`src/rtl/alu_pkg.sv`:
```
// Shared ALUOp encoding and MIPS64 opcode/funct constants for the EX-stage ALU issue path.
package alu_pkg;

    typedef logic [3:0] aluop_t;

    localparam aluop_t ALU_NONE = 4'd0;
    localparam aluop_t ALU_AND  = 4'd1;
    localparam aluop_t ALU_OR   = 4'd2;
    localparam aluop_t ALU_ADD  = 4'd3;
    localparam aluop_t ALU_SUB  = 4'd4;
    localparam aluop_t ALU_EQ   = 4'd5;
    localparam aluop_t ALU_MULT = 4'd6;
    localparam aluop_t ALU_NOR  = 4'd7;

    localparam logic [5:0] OPC_RTYPE = 6'h00;
    localparam logic [5:0] OPC_BEQ   = 6'h04;
    localparam logic [5:0] OPC_ANDI  = 6'h0C;
    localparam logic [5:0] OPC_ORI   = 6'h0D;
    localparam logic [5:0] OPC_DADDI = 6'h18;

    localparam logic [5:0] FN_DMULT = 6'h1C;
    localparam logic [5:0] FN_AND   = 6'h24;
    localparam logic [5:0] FN_OR    = 6'h25;
    localparam logic [5:0] FN_NOR   = 6'h27;
    localparam logic [5:0] FN_DADD  = 6'h2C;
    localparam logic [5:0] FN_DSUB  = 6'h2E;

    // Only the add/subtract class drives a meaningful overflow/carry out of the ALU.
    function automatic logic op_has_ovf(input aluop_t op);
        return (op == ALU_ADD) || (op == ALU_SUB);
    endfunction

endpackage

```
`src/rtl/alu_decode.sv`:
```
// Combinational opcode/funct/imm decode into ALUOp, operand-b source select and illegal flag.
module alu_decode
    import alu_pkg::*;
#(
    parameter int SIZE = 64
) (
    input  logic [5:0]      opcode,
    input  logic [5:0]      funct,
    input  logic [15:0]     imm,
    output aluop_t          alu_op,
    output logic            use_imm,
    output logic [SIZE-1:0] imm_ext,
    output logic            illegal
);

    always_comb begin
        alu_op  = ALU_NONE;
        use_imm = 1'b0;
        imm_ext = {{(SIZE-16){1'b0}}, imm};
        illegal = 1'b0;
        case (opcode)
            OPC_RTYPE: begin
                case (funct)
                    FN_AND:   alu_op = ALU_AND;
                    FN_OR:    alu_op = ALU_OR;
                    FN_DADD:  alu_op = ALU_ADD;
                    FN_DSUB:  alu_op = ALU_SUB;
                    FN_NOR:   alu_op = ALU_NOR;
                    FN_DMULT: alu_op = ALU_MULT;
                    default:  illegal = 1'b1;
                endcase
            end
            OPC_DADDI: begin
                alu_op  = ALU_ADD;
                use_imm = 1'b1;
                imm_ext = {{(SIZE-16){imm[15]}}, imm};
            end
            OPC_ANDI: begin
                alu_op  = ALU_AND;
                use_imm = 1'b1;
            end
            OPC_ORI: begin
                alu_op  = ALU_OR;
                use_imm = 1'b1;
            end
            OPC_BEQ:  alu_op = ALU_EQ;
            default:  illegal = 1'b1;
        endcase
    end

endmodule

```
`src/rtl/alu_issue.sv`:
```
// EX-stage ALU initiator: decode + issue register driving an external ALU, then a result register toward MEM.
// Optional build macro ALU_MULTICYCLE_MULT_EN holds MULT ops in the issue stage for MULT_LAT cycles.
module alu_issue
    import alu_pkg::*;
#(
    parameter int SIZE     = 64,
    parameter int MULT_LAT = 4
) (
    input  logic            clk,
    input  logic            reset,
    input  logic            in_valid,
    output logic            in_ready,
    input  logic [5:0]      opcode,
    input  logic [5:0]      funct,
    input  logic [SIZE-1:0] rs_val,
    input  logic [SIZE-1:0] rt_val,
    input  logic [15:0]     imm,
    output logic [3:0]      alu_op,
    output logic [SIZE-1:0] alu_a,
    output logic [SIZE-1:0] alu_b,
    input  logic [SIZE-1:0] alu_out,
    input  logic            alu_zero,
    input  logic            alu_overflow,
    output logic            res_valid,
    input  logic            res_ready,
    output logic [SIZE-1:0] res_data,
    output logic            res_zero,
    output logic            res_ovf,
    output logic            res_illegal
);

    aluop_t          dec_op;
    logic            dec_use_imm;
    logic [SIZE-1:0] dec_imm_ext;
    logic            dec_illegal;

    alu_decode #(.SIZE(SIZE)) u_decode (
        .opcode  (opcode),
        .funct   (funct),
        .imm     (imm),
        .alu_op  (dec_op),
        .use_imm (dec_use_imm),
        .imm_ext (dec_imm_ext),
        .illegal (dec_illegal)
    );

    logic            vld_p1_q, vld_p1_d;
    aluop_t          op_p1_q, op_p1_d;
    logic [SIZE-1:0] a_p1_q, a_p1_d;
    logic [SIZE-1:0] b_p1_q, b_p1_d;
    logic            ill_p1_q, ill_p1_d;

    logic            vld_p2_q, vld_p2_d;
    logic [SIZE-1:0] data_p2_q, data_p2_d;
    logic            zero_p2_q, zero_p2_d;
    logic            ovf_p2_q, ovf_p2_d;
    logic            ill_p2_q, ill_p2_d;

    logic accept;
    logic s1_done;
    logic s1_adv;

    assign s1_adv   = vld_p1_q && s1_done && (!vld_p2_q || res_ready);
    assign in_ready = !vld_p1_q || s1_adv;
    assign accept   = in_valid && in_ready;

`ifdef ALU_MULTICYCLE_MULT_EN
    localparam int CNT_W = (MULT_LAT > 1) ? $clog2(MULT_LAT) : 1;
    localparam logic [CNT_W-1:0] HOLD_INIT = CNT_W'(MULT_LAT - 1);

    logic [CNT_W-1:0] cnt_q, cnt_d;

    // Counter only reloads on accept, which cannot happen while a MULT is still holding stage 1.
    always_comb begin
        cnt_d = cnt_q;
        if (accept && (dec_op == ALU_MULT)) begin
            cnt_d = HOLD_INIT;
        end else if (cnt_q != '0) begin
            cnt_d = cnt_q - 1'b1;
        end
    end

    always_ff @(posedge clk) begin
        if (reset) begin
            cnt_q <= '0;
        end else begin
            cnt_q <= cnt_d;
        end
    end

    assign s1_done = (cnt_q == '0);
`else
    // Always true; MULT_LAT only shapes the multicycle build.
    assign s1_done = (MULT_LAT >= 0);
`endif

    always_comb begin
        // Stage 1: issue register
        vld_p1_d = vld_p1_q;
        op_p1_d  = op_p1_q;
        a_p1_d   = a_p1_q;
        b_p1_d   = b_p1_q;
        ill_p1_d = ill_p1_q;
        if (accept) begin
            vld_p1_d = 1'b1;
            op_p1_d  = dec_op;
            a_p1_d   = rs_val;
            b_p1_d   = dec_use_imm ? dec_imm_ext : rt_val;
            ill_p1_d = dec_illegal;
        end else if (s1_adv) begin
            vld_p1_d = 1'b0;
        end

        // Stage 2: result register
        vld_p2_d  = vld_p2_q;
        data_p2_d = data_p2_q;
        zero_p2_d = zero_p2_q;
        ovf_p2_d  = ovf_p2_q;
        ill_p2_d  = ill_p2_q;
        if (s1_adv) begin
            vld_p2_d  = 1'b1;
            data_p2_d = ill_p1_q ? '0 : alu_out;
            zero_p2_d = alu_zero;
            ovf_p2_d  = alu_overflow && op_has_ovf(op_p1_q);
            ill_p2_d  = ill_p1_q;
        end else if (res_ready) begin
            vld_p2_d = 1'b0;
        end
    end

    always_ff @(posedge clk) begin
        if (reset) begin
            vld_p1_q  <= 1'b0;
            op_p1_q   <= ALU_NONE;
            a_p1_q    <= '0;
            b_p1_q    <= '0;
            ill_p1_q  <= 1'b0;
            vld_p2_q  <= 1'b0;
            data_p2_q <= '0;
            zero_p2_q <= 1'b0;
            ovf_p2_q  <= 1'b0;
            ill_p2_q  <= 1'b0;
        end else begin
            vld_p1_q  <= vld_p1_d;
            op_p1_q   <= op_p1_d;
            a_p1_q    <= a_p1_d;
            b_p1_q    <= b_p1_d;
            ill_p1_q  <= ill_p1_d;
            vld_p2_q  <= vld_p2_d;
            data_p2_q <= data_p2_d;
            zero_p2_q <= zero_p2_d;
            ovf_p2_q  <= ovf_p2_d;
            ill_p2_q  <= ill_p2_d;
        end
    end

    assign alu_op      = op_p1_q;
    assign alu_a       = a_p1_q;
    assign alu_b       = b_p1_q;
    assign res_valid   = vld_p2_q;
    assign res_data    = data_p2_q;
    assign res_zero    = zero_p2_q;
    assign res_ovf     = ovf_p2_q;
    assign res_illegal = ill_p2_q;

endmodule

```
`config.mk`:
```
export PLATFORM = sky130hd
export DESIGN_NAME = alu_issue
export DESIGN_NICKNAME = d
export VERILOG_FILES = /design/src/rtl/alu_pkg.sv /design/src/rtl/alu_decode.sv /design/src/rtl/alu_issue.sv
export SDC_FILE = /design/constraint.sdc
export NUM_CORES = 1
export LEC_CHECK = 0
export ABC_AREA = 1
export BUFFER_PORTS_ARGS = -buffer_cell sky130_fd_sc_hd__buf_2
export CAP_MARGIN = 20
export CORE_AREA = 2 2 164 166
export CTS_CLUSTER_DIAMETER = 50
export CTS_CLUSTER_SIZE = 20
export DETAILED_ROUTE_END_ITERATION = 10
export DIE_AREA = 0 0 166 168
export PLACE_DENSITY_LB_ADDON = 0.25
export SYNTH_ARGS = -nofsm -noshare
export SYNTH_HDL_FRONTEND = slang
export SYNTH_SLANG_ARGS = --single-unit
```
`constraint.sdc`:
```
create_clock -name clk -period 3.1 [get_ports clk]
set_input_delay 0.465 -clock clk [delete_from_list [all_inputs] [get_ports clk]]
set_output_delay 0.465 -clock clk [all_outputs]
set_load 0.01 [all_outputs]
```
==> results_dict.tcl <==
set metrics [dict create \
    endpoint_kind "flop" \
    fin_crit_ps 1770 \
    start_kind "flop" \
    outcome "complete, no violations" \
    finClkSkew_ps 28.7 \
    routed_via_density 4.57 \
    area_delta_synth_final_pct 43.4 \
    setup_tns_ps 0 \
    rows 60 \
    grt_max_degree 85 \
    power.internal_mw 4.91 \
    tightest_slew_ps 913 \
    grt_pass1_vias 7106 \
    wire_per_inst_um 14.8 \
    p_switching_mw 1.91 \
    final_nets 1564 \
    drtIter0Drc 520 \
    ys_warn_count 0 \
    syn-num-nets 1167 \
    syn_avg_cell_area_um2 8.00 \
    totalWireLength_mm 25.1 \
    port_buffers 425 \
    cts_tree "done" \
    die-area_mm2 0.0279 \
    vias 7767 \
    ioPinCount 427 \
    dr.pass1.iters 4 \
    grt_setup_unrepaired "false" \
    r2r_slack_ps 1330 \
    coreArea_mm2 0.0264 \
    synthesis.area_mm2 0.00752 \
    place_area_mm2 0.00985 \
    path_class "reg -> reg" \
    final_util 0.410 \
    h-tree-depth 1 \
    power_density_mw_per_mm2 631 \
    setup_viol 0 \
    fmax_ghz 0.566 \
    maxSlewViolCount 0 \
    drc_errors 0 \
    start_util 0.286 \
    yosys_register_bits 201 \
    cts_setup_buffers 0 \
    arrival_ps 2220 \
    clkSlewWorstSetupHoldPaths_ps 80 \
    top_layer_used "met4" \
    hold_slack_ps 163 \
    reg2reg_to "alu_b[34]" \
    gp_congestion 0.785 \
    cts_root_buf "clkbuf_16" \
    hold_class "in -> reg" \
    power_frac_seq 0.415 \
    maxSlewHeadroom 0.391 \
    die_w_um 166 \
    hold_end "alu_b[33]" \
    clk_latency_ps 540 \
    yosys-top-cells-count "239 x nor2_1, 201 x dfxtp_1, 116 x o21ai_0, 104 x nand2_1, 64 x a22oi_1" \
    postCtsHoldBufs 0 \
    synth_top_area_frac 0.535 \
    yosysMostFrequentCell "nor2_1" \
    synthCells 941 \
    met3_length_mm 2.14 \
    final_area_mm2 0.0108 \
    synth_edf_count 0 \
    rr_worst_depth 6 \
    finalHoldViolCount 0 \
    cts_made_buffers 27 \
    clock_power_share 0.463 \
    dpl.hpwl_mm 17.9 \
    antenna_left 0 \
    min_from "rt_val[33]" \
    cp.required_ps 3560 \
    period_share 0.569 \
    die_height_um 168 \
    critPathLaunch "res_valid" \
    grt.total_usage 0.168 \
    met1_length_mm 10.7 \
    clkSinkCount 201 \
    p_total_mw 6.81 \
    maxCapViolCount 0 \
    ys_seq_area_frac 0.535 \
    power_leakage_nw 5.56 \
    wl_met2_mm 11.8 \
    crit-reg2reg-launch "res_valid" \
    drive_gt1_frac 0.384 \
    ys.flop_type "dfxtp_1" \
    max-vdd-ir-drop_v 0.000464 \
    cts-resized-gates 0 \
    synth_area_leaders "dfxtp_1 53%, nor2_1 12%, o21ai_0 7.7%" \
    grt_first_pass_wirelength_mm 38.4 \
    antenna_found_initial 1 \
    synth_largest_area_cell "dfxtp_1" \
    sw_frac_of_total 0.280 \
    grt-ovfl-total 0 \
    yosysUniqueCellTypes 28 \
    min_path_cells 3 \
    comb_power_share 0.122 \
    cts.path.max_buffers 3 \
    async_reset_ff_frac 0 \
    worst-path-max-fanout 44 \
]
==> worst max path at each step <==
| stage | to | slack, ps | cells after the start |
|---|---|---|---|
| 2_1_floorplan | alu_b[10] | 1680 | 12 |
| 3_3_place_gp | alu_b[50] | 1060 | 8 |
| 3_5_place_dp | alu_b[56] | 1050 | 8 |
| 4_1_cts | alu_b[56] | 1290 | 6 |
| 5_1_grt | alu_b[63] | 1120 | 6 |
| 6_report | alu_b[34] | 1330 | 6 |
==> critical path, cell delays in order, from the launching register on <==
cell     delay (ps)
dfxtp_1         330
nand3_2         100
nand2_2         150
inv_4           410
buf_4           390
o21ai_0         130
a21oi_1         140
==> cells by family after synthesis <==
family                 Yosys count  share of synthesized area
other                            1                   0.000498
buffers and inverters          110                     0.0698
flip-flops                     201                      0.535
AND/OR/NAND/NOR                386                      0.206
AO/OA/AOI/OAI                  243                      0.189
==> power groups by stage <==
stage | combinational, mW | sequential, mW | clock [mW]
finish | 0.833 | 2.83 | 3.15
global route | 0.930 | 2.85 | 3.38
CTS | 0.846 | 2.83 | 3.25
detailed placement | 0.844 | 2.88 | 0
global placement | 0.840 | 2.88 | 0
floorplan | 0.357 | 2.96 | 0
==> registers in the layout, summed over array words and instances, names as in the netlist <==
name         flops
alu_b           64
res_zero         1
res_data        64
alu_a           64
vld_p1_q         1
res_illegal      1
alu_op           3
res_ovf          1
ill_p1_q         1
res_valid        1
==> through the flow <==
stage	instances	setup slack [ps]
2_1_floorplan	941	1680
3_3_place_gp	1650	1060
3_5_place_dp	1650	1050
4_1_cts	1700	1290
5_1_grt	1701	1120
6_report	1701	1330
==> cell usage in the layout (no fill, tap or decap) <==
| cell type | n |
|---|---|
| nor2_2 | 1 |
| nand4_1 | 1 |
| clkinv_4 | 3 |
| nor3_1 | 1 |
| buf_2 | 425 |
| dfxtp_1 | 201 |
| o21ai_1 | 6 |
| o21ai_0 | 116 |
| clkinv_8 | 2 |
| buf_12 | 2 |
| nand3_2 | 1 |
| clkinvlp_4 | 2 |
| clkbuf_1 | 3 |
| a31oi_1 | 2 |
| inv_2 | 3 |
| nand2_1 | 103 |
| clkinv_2 | 2 |
| nor2_1 | 237 |
| inv_6 | 3 |
| inv_1 | 34 |
| bufinv_16 | 1 |
| clkbuf_8 | 1 |
| a21oi_1 | 44 |
| clkbuf_16 | 27 |
| nand2_2 | 13 |
| a21oi_2 | 10 |
| a22oi_1 | 64 |
| inv_12 | 5 |
| inv_8 | 2 |
| nand3_1 | 23 |
| nand2_4 | 1 |
| nor2_4 | 3 |
| conb_1 | 1 |
| nand4_2 | 2 |
| buf_4 | 12 |
| diode_2 | 1 |
| inv_4 | 1 |
| o211ai_1 | 1 |
==> routing by layer <==
| layer | up-vias | GRT usage |
|---|---|---|
| met5 | - | 0 |
| met4 | 0 | 0.0522 |
| met3 | 43 | 0.0498 |
| met2 | 334 | 0.276 |
| met1 | 3495 | 0.214 |
| li1 | 3895 | - |
==> layout make-up <==
type | instances | area [µm²]
flip-flops and latches | 201 | 4020
inverters | 39 | 154
clock buffers | 31 | 701
multi-input cells | 630 | 2990
repair buffers | 439 | 2260
well taps | 341 | 427
fillers | 2754 | 15600
diodes | 1 | 2.50
clock inverters | 19 | 235
No activity file was read; power rests on OpenSTA's default activity.
